[src/rtl/reg_file_bank.sv]
// DEPTH x WIDTH register bank: one byte-lane-masked write port, two registered
// read ports with write-to-read bypass, synchronous bulk clear, sticky address error.
module reg_file_bank #(
  parameter int                 WIDTH     = 8,
  parameter int                 DEPTH     = 8,
  parameter logic [WIDTH-1:0]   RESET_VAL = '0,
  localparam int                NB        = WIDTH / 8,
  localparam int                AW        = (DEPTH > 1) ? $clog2(DEPTH) : 1
) (
  input  logic             clk_i,
  input  logic             rst_i,
  input  logic             ena_i,
  input  logic [AW-1:0]    waddr_i,
  input  logic [WIDTH-1:0] data_i,
  input  logic [NB-1:0]    be_i,
  input  logic             clr_i,
  input  logic [AW-1:0]    raddr_a_i,
  input  logic [AW-1:0]    raddr_b_i,
  output logic [WIDTH-1:0] ra_o,
  output logic [WIDTH-1:0] rb_o,
  output logic             err_o
);

  localparam logic [AW:0] DEPTH_W = (AW + 1)'(DEPTH);

  function automatic logic in_range(input logic [AW-1:0] addr);
    return ({1'b0, addr} < DEPTH_W);
  endfunction

  function automatic logic [WIDTH-1:0] lane_merge(
    input logic [WIDTH-1:0] old_v,
    input logic [WIDTH-1:0] new_v,
    input logic [NB-1:0]    be
  );
    logic [WIDTH-1:0] res;
    res = old_v;
    for (int i = 0; i < NB; i++) begin
      res[8*i +: 8] = be[i] ? new_v[8*i +: 8] : old_v[8*i +: 8];
    end
    return res;
  endfunction

  logic [WIDTH-1:0] mem_q [DEPTH];
  logic [WIDTH-1:0] mem_d [DEPTH];
  logic [WIDTH-1:0] ra_q, ra_d;
  logic [WIDTH-1:0] rb_q, rb_d;
  logic             err_q, err_d;

  logic             wr_ok_s;
  logic             wr_bad_s;
  logic             rd_a_bad_s;
  logic             rd_b_bad_s;
  logic [WIDTH-1:0] wr_old_s;
  logic [WIDTH-1:0] wr_merged_s;
  logic [WIDTH-1:0] rd_a_s;
  logic [WIDTH-1:0] rd_b_s;

  // Address decode, lane merge and read muxes; the read path sees the merged
  // post-write value so a same-edge write is bypassed to either port.
  always_comb begin
    wr_old_s = RESET_VAL;
    rd_a_s   = '0;
    rd_b_s   = '0;
    for (int e = 0; e < DEPTH; e++) begin
      wr_old_s = (waddr_i == AW'(e))   ? mem_q[e] : wr_old_s;
      rd_a_s   = (raddr_a_i == AW'(e)) ? mem_q[e] : rd_a_s;
      rd_b_s   = (raddr_b_i == AW'(e)) ? mem_q[e] : rd_b_s;
    end

    wr_merged_s = lane_merge(wr_old_s, data_i, be_i);
    wr_ok_s     = ena_i && !clr_i && in_range(waddr_i);
    wr_bad_s    = ena_i && !in_range(waddr_i);
    rd_a_bad_s  = !in_range(raddr_a_i);
    rd_b_bad_s  = !in_range(raddr_b_i);

    if (wr_ok_s && (waddr_i == raddr_a_i)) begin
      rd_a_s = wr_merged_s;
    end else begin
      rd_a_s = rd_a_s;
    end
    if (wr_ok_s && (waddr_i == raddr_b_i)) begin
      rd_b_s = wr_merged_s;
    end else begin
      rd_b_s = rd_b_s;
    end
  end

  // Next-state for storage, read registers and error flag; clear overrides everything.
  always_comb begin
    for (int e = 0; e < DEPTH; e++) begin
      mem_d[e] = mem_q[e];
    end
    ra_d  = rd_a_s;
    rb_d  = rd_b_s;
    err_d = err_q | wr_bad_s | rd_a_bad_s | rd_b_bad_s;

    if (clr_i) begin
      for (int e = 0; e < DEPTH; e++) begin
        mem_d[e] = RESET_VAL;
      end
      ra_d  = RESET_VAL;
      rb_d  = RESET_VAL;
      err_d = 1'b0;
    end else begin
      for (int e = 0; e < DEPTH; e++) begin
        mem_d[e] = (wr_ok_s && (waddr_i == AW'(e))) ? wr_merged_s : mem_q[e];
      end
    end
  end

  // State registers with asynchronous reset.
  always_ff @(posedge clk_i or posedge rst_i) begin
    if (rst_i) begin
      for (int e = 0; e < DEPTH; e++) begin
        mem_q[e] <= RESET_VAL;
      end
      ra_q  <= RESET_VAL;
      rb_q  <= RESET_VAL;
      err_q <= 1'b0;
    end else begin
      for (int e = 0; e < DEPTH; e++) begin
        mem_q[e] <= mem_d[e];
      end
      ra_q  <= ra_d;
      rb_q  <= rb_d;
      err_q <= err_d;
    end
  end

  assign ra_o  = ra_q;
  assign rb_o  = rb_q;
  assign err_o = err_q;

endmodule
[config.mk]
export PLATFORM = sky130hd
export DESIGN_NAME = reg_file_bank
export DESIGN_NICKNAME = d
export VERILOG_FILES = /design/src/rtl/reg_file_bank.sv
export SDC_FILE = /design/constraint.sdc
export NUM_CORES = 1
export LEC_CHECK = 0
export ABC_AREA = 1
export CAP_MARGIN = 10
export CELL_PAD_IN_SITES_DETAIL_PLACEMENT = 0
export CELL_PAD_IN_SITES_GLOBAL_PLACEMENT = 1
export CORE_MARGIN = 1
export CORE_UTILIZATION = 45
export DETAILED_ROUTE_END_ITERATION = 12
export PLACE_DENSITY = 0.83
export SLEW_MARGIN = 20
export SYNTH_ARGS = -nofsm -noshare
export SYNTH_HDL_FRONTEND = slang
export SYNTH_SLANG_ARGS = --single-unit
[constraint.sdc]
create_clock -name clk_i -period 4.4 [get_ports clk_i]
set_input_delay 0.66 -clock clk_i [delete_from_list [all_inputs] [get_ports clk_i]]
set_output_delay 0.66 -clock clk_i [all_outputs]
set_load 0.01 [all_outputs]
==> metrics, run 1 <==
outcome=finished, final reports clean; critical path class=input port to register; Antenna Nets Post-Route=0; proportion of netlist area held by the largest area contributor=39.8%; Total Routing Usage GR=roughly 33%; CTS tree=done; Setup WS post-layout=approximately 1600 ps; initial DRC count=494; share of cells above drive strength 1=roughly 8.5%; Hold Path Class=register to register; fin nets=825; Routability Congestion=roughly 0.98; minimum hold slack=491 ps; maximum vdd drop=~0.23 mV; GRT overflow=0; r2r setup slk=roughly 2800 ps; min-delay src=mem_q[1]; post-synthesis register bit count=80; Final setup viols=0; Avg Inst Size Synth=approximately 6.6 um^2; Post-Syn Area=between 5000 and 6000 um^2; initial antenna violation count=0; Startpoint Class=input port; clk_skew=about 13 ps; H-tree depth=3; Synth Warn #=0; Clock transition at path regs=around 80 ps; worst hold stages=2; PortBufs=37; Worst Tran Pin Value=about 990 ps; # rows=38; dpl hpwl=about 13 mm; Core Area=10800 um^2; Cell Pwr Density=332 nW/um^2; Cells after Synth=767; die width=about 110 um; largest cells by area after synthesis=dfrtp_1, nand2_1, nand3_1; register area share after synthesis=between 30 and 40%; number of CTS-inserted buffers=9; r2r startpoint=mem_q[49]; Worst-Skew Late Latency=~380 ps; Final Hold Violating Endpoints=0; crit end category=register; f_max=~350 MHz; RSZ-0062 raised after global routing=false; Syn-to-layout area delta=14.2%; hold endpoint=mem_q[1]; Pre-antenna DRT Iters=5; Yosys top cell by area=dfrtp_1; final critical-path required period=2840 ps; CTS sink cnt=80; CTS Hold Bufs=0; vias in the first global route=slightly above 5000; die area=roughly 12000 um^2; Leak=a little under 3 nW; setup_tns=0 ps; Required @ worst endpoint=about 4700 ps; largest net degree at the start of global routing=between 50 and 60; number of placed I/O pins=39; fin util=about 53%; max-cap viol count=0; Die Y-Extent=108 um; Via density=~5.7; DR WL/cell=~19 um; FF-to-FF path depth=10; count of cell types in the netlist=28; r2r endpoint=mem_q[33]; Tcrit/Tclk final=64.5%; max-slew violations=0; Placed Instance Area=5520 um^2; root buffer cell=clkbuf_8; cts repair resizes=0; via count=5404; Post-Layout Inst Area=approximately 5700 um^2; DRC violations left=0; Critical Path Fanout Max=13; DP Worst Slack=approximately 1200 ps; initial core utilization=~46%; relative slew slack=between 30% and 40%; Net Count, Synth=around 790; first-pass GRT wire length=approximately 28 mm; final wirelength=between 15 and 20 mm; setup bufs post-CTS=0; crit path DAT=roughly 3200 ps; Max clock buf depth=2; # diodes=0
-- per-layer routing --
| layer | global-route usage [%] | wire length [um] | up-vias |
|---|---|---|---|
| met5 | 0 | 0 | - |
| met3 | 4.66 | 1640 | 38 |
| met1 | 47.5 | 7740 | 2575 |
| met4 | 13.3 | 416 | 0 |
| met2 | 49.2 | 7900 | 268 |
| li1 | - | - | 2523 |
-- power by group --
part / switching [mW] / leakage [nW] / total (mW) / internal [mW]
sequential: 0.0692 / 1.06 / 0.876 / 0.806
combinational: 0.272 / 1.75 / 0.399 / 0.128
clock: 0.294 / 0.114 / 0.629 / 0.336
total: 0.634 / 2.92 / 1.90 / 1.27
-- how the worst max path moves through the flow --
stage | slack, ps | cells past startpoint | endpoint | start
floorplan | 1690 | 1 | mem_q[0] | rst_i
global placement | 1280 | 9 | mem_q[54] | waddr_i[1]
detailed placement | 1210 | 9 | mem_q[54] | waddr_i[1]
CTS | 1600 | 9 | mem_q[54] | waddr_i[1]
global route | 1340 | 9 | ra_o[6] | waddr_i[1]
finish | 1560 | 10 | mem_q[33] | waddr_i[0]
-- cells by family after synthesis --
family	synth area share [%]
flip-flops	39.8
AO/OA/AOI/OAI	7.84
AND/OR/NAND/NOR	44.3
XOR/XNOR	0.174
buffers and inverters	7.77
other	0.0746
-- layout make-up --
| class | count | area, um^2 |
|---|---|---|
| well taps | 140 | 175 |
| clock inverters | 5 | 78.8 |
| flip-flops and latches | 80 | 2000 |
| multi-input cells | 592 | 2630 |
| inverters | 77 | 293 |
| clock buffers | 11 | 141 |
| fillers | 1104 | 5100 |
| repair buffers | 43 | 415 |
-- cell usage after synthesis (all sizes together) --
| master | count |
|---|---|
| o21ai | 30 |
| nor3 | 11 |
| clkbuf | 2 |
| o211ai | 2 |
| dfrtp | 80 |
| xor2 | 1 |
| conb | 1 |
| inv | 77 |
| nand4 | 36 |
| nand2 | 351 |
| a21oi | 45 |
| nand3 | 62 |
| nor2 | 48 |
| buf | 16 |
| or2 | 5 |
-- critical path, stage by stage --
cell             delay [ps]
clkdlybuf4s50_1         700
inv_2                   280
nand3_1                 340
inv_1                   340
a21oi_1                 110
nand3_1                 130
nand2_1                 110
nand2_2                 230
nand3_1                 140
nand2_1                 100
-- cells in the final DEF, fill, tap and decap left out --
cell type and n:
nor2_4 5, clkdlybuf4s50_1 37, o211ai_1 2, a21oi_2 1, nand4_1 35, xor2_1 1
o21ai_1 6, clkinv_2 3, clkbuf_8 10, buf_4 6, nor2_1 43, bufinv_16 2
or2_1 2, inv_4 1, nor3_2 8, inv_6 1, dfrtp_1 80, nand2_2 5
inv_1 53, nand3_2 2, nand2_1 346, a21oi_1 44, nand4_2 1, inv_2 22
nand3_1 60, or2_0 1, o21ai_0 24, nor3_1 3, conb_1 1, clkbuf_1 1
or2_2 2
-- metrics by stage --
step	total power, mW	instances
after detailed placement	1.28	932
after floorplan	1.11	767
after CTS	1.91	948
after global placement	1.28	932
after global routing	1.99	948
final	1.90	948
-- registers in the layout, summed over array words and instances, names as in the netlist --
name and flops:
mem_q 64, ra_o 8, rb_o 8
Power figures use the tool's default switching activity.
==> inputs of run 2 (changes only) <==
--- a/config.mk
+++ b/config.mk
@@ -10,9 +10,9 @@
 export CELL_PAD_IN_SITES_DETAIL_PLACEMENT = 0
 export CELL_PAD_IN_SITES_GLOBAL_PLACEMENT = 1
 export CORE_MARGIN = 1
-export CORE_UTILIZATION = 45
+export CORE_UTILIZATION = 42
 export DETAILED_ROUTE_END_ITERATION = 12
-export PLACE_DENSITY = 0.83
+export PLACE_DENSITY = 0.78
 export SLEW_MARGIN = 20
 export SYNTH_ARGS = -nofsm -noshare
 export SYNTH_HDL_FRONTEND = slang
==> constraint.sdc (replaced) <==
create_clock -name clk_i -period 2.92 [get_ports clk_i]
set_input_delay 0.438 -clock clk_i [delete_from_list [all_inputs] [get_ports clk_i]]
set_output_delay 0.438 -clock clk_i [all_outputs]
set_load 0.01 [all_outputs]
==> run 2 against run 1 <==
Effect of this change: the flow now finishes with violations (DRC); global-route usage shrank 1.3 points; routed wire length grew 3.1%; sequential power is 51% higher; critical path depth is 4 higher; total power rose by 70%; critical endpoint is now mem_q[17]; largest cell class unchanged; largest power group unchanged.
==> metrics, run 2 (synthesized netlist as in run 1, its figures left out) <==
outcome=complete, but fails checks (was finished, final reports clean); failing checks=DRC; number of CTS-inserted buffers=9 (unchanged); Antenna Nets Post-Route=0 (unchanged); DRC violations left=6 (was 0); M1 GR Usage=44.3% (was 47.5%); commonest non-fill, non-tap cell in the layout=nand2_1 (unchanged); crit-path max cell delay=530 ps (was 700 ps); Die Y-Extent=111 um (was 108 um); max-slew violations=0 (unchanged); Syn-to-layout area delta=20.1% (was 14.2%); PortBufs=37 (unchanged); Hold Path Class=register to register (unchanged); Post-Layout Inst Area=6030 um^2 (was 5740 um^2); # diodes=0 (unchanged); crit end category=register (unchanged); Final Hold Violating Endpoints=0 (unchanged); Largest register FFs=64 (unchanged); GRT met3 Usage=4.63% (was 4.66%); largest net degree at the start of global routing=43 (was 54); gr busiest metal=met2 (unchanged); Startpoint Class=input port (unchanged); f_max=between 400 and 500 MHz; H-tree depth=3 (unchanged); first-pass GRT wire length=29.6 mm (was 27.8 mm); crit path DAT=2500 ps (was 3160 ps); Required @ worst endpoint=3160 ps (was 4720 ps); Final setup viols=0 (unchanged); setup_tns=0 ps (unchanged); critical path class=input port to register (unchanged); Pre-antenna DRT Iters=9 (was 5); share of cells above drive strength 1=10.8% (was 8.54%); fillcell total=1150 (was 1104); highest-count cells in the layout ignoring fill and taps=nand2_1, dfrtp_1, nand3_1 (unchanged); clk_skew=5.50 ps (was 12.7 ps); minimum hold slack=482 ps (was 491 ps); initial antenna violation count=0 (unchanged); Clock transition at path regs=60 ps (was 80 ps); most flop-heavy register=mem_q (unchanged); CTS Hold Bufs=0 (unchanged); CP cell instances=clkdlybuf4s50_1 > buf_4 > inv_4 > nand3_2 > inv_2 > nand2_1 > nand2_1 > nand2_1 > nand2_1 > nand3_1 > nand2_1 > nand2_2 > nand3_1 > nand2_1 (was clkdlybuf4s50_1 > inv_2 > nand3_1 > inv_1 > a21oi_1 > nand3_1 > nand2_1 > nand2_2 > nand3_1 > nand2_1); Crit path max-delay family=buffers and inverters (unchanged); Core Area=11500 um^2 (was 10800 um^2); max-cap viol count=0 (unchanged); M2 GR Usage=48.6% (was 49.2%); min-delay src=mem_q[1] (unchanged); # rows=39 (was 38); RSZ-0062 raised after global routing=false (unchanged); cts repair resizes=0 (unchanged); Worst Tran Pin Value=869 ps (was 985 ps); final critical-path required period=2260 ps; worst path bufs/invs=4 (was 3); r2r startpoint=mem_q[57] (was mem_q[49]); via count=5477 (was 5404); Max clock buf depth=2 (unchanged); CTS tree=done (unchanged); die area=12400 um^2 (was 11600 um^2); Via density=5.63 (was 5.70); Most Frequent Cell on Critical Path=nand2_1 (was nand3_1); Leak=3.08 nW (was 2.92 nW); fin util=52.4% (was 52.9%); maximum vdd drop=0.344 mV (was 0.232 mV); DR WL/cell=18.8 um (was 18.7 um); setup bufs post-CTS=0 (unchanged); initial DRC count=491 (was 494); dpl hpwl=14.0 mm (was 13.3 mm); die width=111 um (was 108 um); relative slew slack=42.1% (was 34.3%); initial core utilization=43.6% (was 46.4%); Critical Path Fanout Max=17 (was 13); number of placed I/O pins=39 (unchanged); Total Routing Usage GR=31.6% (was 32.9%); CP Launch Point=waddr_i[2] (was waddr_i[0]); crit path max-delay cell type=clkdlybuf4s50_1 (unchanged); fin nets=847 (was 825); final wirelength=18.3 mm (was 17.7 mm); Worst-Skew Late Latency=340 ps (was 380 ps); Placed Instance Area=5700 um^2 (was 5520 um^2); root buffer cell=clkbuf_16 (was clkbuf_8); GRT overflow=0 (unchanged); Routability Congestion=0.948 (was 0.976); vias in the first global route=5423 (was 5026); CTS sink cnt=80 (unchanged); Tcrit/Tclk final=around 78%; Cell Pwr Density=536 nW/um^2 (was 332 nW/um^2)
## run 2: changes by cell type in the layout (fill, tap and decap cells not counted), sizes merged
cell / previous run / this run
buf: 6 / 28
clkbuf: 11 / 14
clkinv: 3 / 1
inv: 77 / 76
## run 2: tightest hold or removal path, stage by stage (launching register included)
cell and delay [ps]:
dfrtp_1 340, nand2_1 60, nand2_1 50
## run 2: power by group
| part | switching [mW] | internal (mW) | total, mW |
|---|---|---|---|
| Combinational | 0.410 | 0.214 | 0.623 |
| Clock | 0.468 | 0.821 | 1.29 |
| Sequential | 0.107 | 1.22 | 1.32 |
## run 2: worst paths after layout
path,endpoint,slack (ps),depth (start not counted)
worst max register to register,mem_q[17],1360,10
min in group asynchronous,ra_o[5],520,2
worst min register to register,mem_q[1],480,2
worst max-delay path,mem_q[17],660,14
max in group asynchronous,mem_q[12],1750,3
worst min-delay path,mem_q[1],480,2
## run 2: final cells by class
type / instances / area (um^2) / share of cell area, %
Sequential cell: 80 / 2000 / 33.2
Timing Repair Buffer: 65 / 593 / 9.83
Tap cell: 143 / 179 / 2.97
Clock buffer: 14 / 274 / 4.54
Inverter: 77 / 293 / 4.85
Clock inverter: 2 / 60.1 / 0.995
Multi-Input combinational cell: 592 / 2630 / 43.6
## run 2: per-layer routing
| metal | wire, um | vias up |
|---|---|---|
| met2 | 8030 | 249 |
| met1 | 8200 | 2616 |
| met5 | 0 | - |
| met4 | 546 | 0 |
| met3 | 1480 | 41 |
| li1 | - | 2571 |
## run 2: through the flow
stage | std cells | setup WS, ps | total power [mW]
after global placement | 957 | 323 | 1.95
after CTS | 973 | 654 | 3.25
final | 973 | 655 | 3.24
after floorplan | 767 | 430 | 1.68
after detailed placement | 957 | 292 | 1.96
after global routing | 973 | 509 | 3.38
==> inputs of run 3 (changes only) <==
--- a/config.mk
+++ b/config.mk
@@ -10,9 +10,9 @@
 export CELL_PAD_IN_SITES_DETAIL_PLACEMENT = 0
 export CELL_PAD_IN_SITES_GLOBAL_PLACEMENT = 1
 export CORE_MARGIN = 1
-export CORE_UTILIZATION = 42
+export CORE_UTILIZATION = 38
 export DETAILED_ROUTE_END_ITERATION = 12
-export PLACE_DENSITY = 0.78
+export PLACE_DENSITY = 0.75
 export SLEW_MARGIN = 20
 export SYNTH_ARGS = -nofsm -noshare
 export SYNTH_HDL_FRONTEND = slang
==> constraint.sdc (replaced) <==
create_clock -name clk_i -period 1.87 [get_ports clk_i]
set_input_delay 0.2805 -clock clk_i [delete_from_list [all_inputs] [get_ports clk_i]]
set_output_delay 0.2805 -clock clk_i [all_outputs]
set_load 0.01 [all_outputs]
==> run 3 against run 2 <==
Effect of this change: the run now ends clean; clock power increased by 55%; die area increased by 10%; routed wire length increased by 6.8%; core utilization increased by 1.3 points; clock skew increased by 7.7 ps; critical endpoint is now ra_o[5]; largest cell class unchanged.
==> metrics, run 3 (synthesized netlist as in run 1, its figures left out) <==
metal3 WL=1.28 mm (was 1.48 mm); Pre-antenna DRT Iters=5 (was 9); highest-count cells in the layout ignoring fill and taps=nand2_1, buf_4, dfrtp_1 (was nand2_1, dfrtp_1, nand3_1); crit path DAT=2060 ps (was 2500 ps); first-pass GRT wire length=30.0 mm (was 29.6 mm); Startpoint Class=input port (unchanged); Core Area=12800 um^2 (was 11500 um^2); Tcrit/Tclk final=95.3%; met2 WL=8.77 mm (was 8.03 mm); crit end category=register (unchanged); most flop-heavy register=mem_q (unchanged); GRT overflow=0 (unchanged); Total Routing Usage GR=30.2% (was 31.6%); Die Y-Extent=117 um (was 111 um); number of placed I/O pins=39 (unchanged); clk_skew=13.2 ps (was 5.50 ps); Max clock buf depth=2 (unchanged); initial antenna violation count=0 (unchanged); critical path class=input port to register (unchanged); largest net degree at the start of global routing=34 (was 43); Finished Layout Cells=1084 (was 973); outcome=finished, final reports clean (was complete, but fails checks); Critical Path Fanout Max=7 (was 17); fin nets=929 (was 847); placed cells=1061 (was 957); Worst-Skew Late Latency=350 ps (was 340 ps); Largest register FFs=64 (unchanged); Total Power=5.23 mW (was 3.24 mW); Via density=5.32 (was 5.63); Post-Layout Inst Area=6860 um^2 (was 6030 um^2); DRC violations left=0 (was 6); Hold Path Class=input port to asynchronous set/reset pin (was register to register); f_max=between 500 and 600 MHz; # rows=41 (was 39); dpl hpwl=14.8 mm (was 14.0 mm); max-slew violations=0 (unchanged); Antenna Nets Post-Route=0 (unchanged); die width=117 um (was 111 um); initial DRC count=471 (was 491); max-cap viol count=0 (unchanged); final wirelength=19.5 mm (was 18.3 mm); uppermost layer routed=met4 (unchanged); Routability Congestion=0.953 (was 0.948); final critical-path required period=~1800 ps; Placed Instance Area=6390 um^2 (was 5700 um^2); commonest non-fill, non-tap cell in the layout=nand2_1 (unchanged); vias in the first global route=5627 (was 5423); CP Launch Point=raddr_a_i[2] (was waddr_i[2]); number of CTS-inserted buffers=9 (unchanged); H-tree depth=3 (unchanged); fillcell total=1263 (was 1150); CTS tree=done (unchanged); Syn-to-layout area delta=36.6% (was 20.1%); Clock transition at path regs=70 ps (was 60 ps); share of cells above drive strength 1=19.7% (was 10.8%); CTS sink cnt=80 (unchanged); M1 WL=8.76 mm (was 8.20 mm); die area=13700 um^2 (was 12400 um^2); Worst Tran Pin Value=869 ps (about the same); # diodes=0 (unchanged); r2r startpoint=mem_q[48] (was mem_q[57]); Final setup viols=0 (unchanged); relative slew slack=42.1% (about the same); PortBufs=37 (unchanged); maximum vdd drop=0.493 mV (was 0.344 mV); via count=5769 (was 5477); Required @ worst endpoint=2140 ps (was 3160 ps); initial core utilization=39.3% (was 43.6%); root buffer cell=clkbuf_16 (unchanged); setup_tns=0 ps (unchanged); Final Hold Violating Endpoints=0 (unchanged); DR WL/cell=18.0 um (was 18.8 um); RSZ-0062 raised after global routing=false (unchanged); Cell Pwr Density=762 nW/um^2 (was 536 nW/um^2); Leak=3.56 nW (was 3.08 nW)
## run 3: cell count changes in the layout (fill, tap and decap cells not counted), moves of 4 or more
cell and change:
buf_4 +70, buf_12 +8, clkdlybuf4s50_1 -6, dlymetal6s2s_1 +4
## run 3: path summary, 6_finish.rpt
| path | endpoint | slack, ps | depth (start not counted) |
|---|---|---|---|
| worst max-delay path | ra_o[5] | 90 | 11 |
| worst min-delay path | rb_o[6] | 310 | 2 |
| worst max register to register | mem_q[32] | 350 | 11 |
| worst min register to register | mem_q[44] | 480 | 2 |
| max in group asynchronous | mem_q[54] | 1020 | 3 |
| min in group clk_i | mem_q[44] | 480 | 2 |
## run 3: metal layers
metal,vias up,GRT usage [%]
met1,2737,41.4
met4,0,15.0
met5,-,0
li1,2743,-
met2,242,46.9
met3,47,3.81
## run 3: what timing repair did
action	4_1_cts	5_1_grt
endpoints found under the setup margin	71	74
hold buffers	0	0
buffers inserted	4	1
cloned	1	1
pin swaps	5	1
gates resized for setup	11	11
## run 3: where the power goes
| group | total [mW] | leakage (nW) | switching [mW] | internal (mW) |
|---|---|---|---|---|
| clock | 2.00 | 0.163 | 0.753 | 1.25 |
| sequential | 2.06 | 1.06 | 0.163 | 1.90 |
| combinational | 1.16 | 2.34 | 0.697 | 0.467 |
| total | 5.23 | 3.56 | 1.61 | 3.61 |
## run 3: per-stage QoR
step | util (%) | setup WS [ps] | hold WS [ps]
2_1_floorplan | - | 383 | 449
3_3_place_gp | 50.0 | -529 | 466
3_5_place_dp | 50.0 | -591 | 466
4_1_cts | 53.4 | 7.74 | 320
5_1_grt | 53.7 | 23.8 | 338
6_report | 53.7 | 87.1 | 307
## run 3: area by class of cell
class	instances	area, um^2	area share (%)
tap	172	215	3.14
inverter	77	295	4.30
multi-input combinational	594	2710	39.6
clock buffer	12	256	3.74
sequential	80	2000	29.2
timing repair buffer	145	1310	19.0
clock inverter	4	73.8	1.08
## run 3: worst max-delay path, stage by stage
cell,delay [ps]
clkdlybuf4s50_1,480
nor3_2,500
buf_4,210
nand2_1,40
nand2_1,60
a21oi_1,50
nand3_1,90
nand2_1,80
nand3_1,80
nand2_1,60
a21oi_1,120
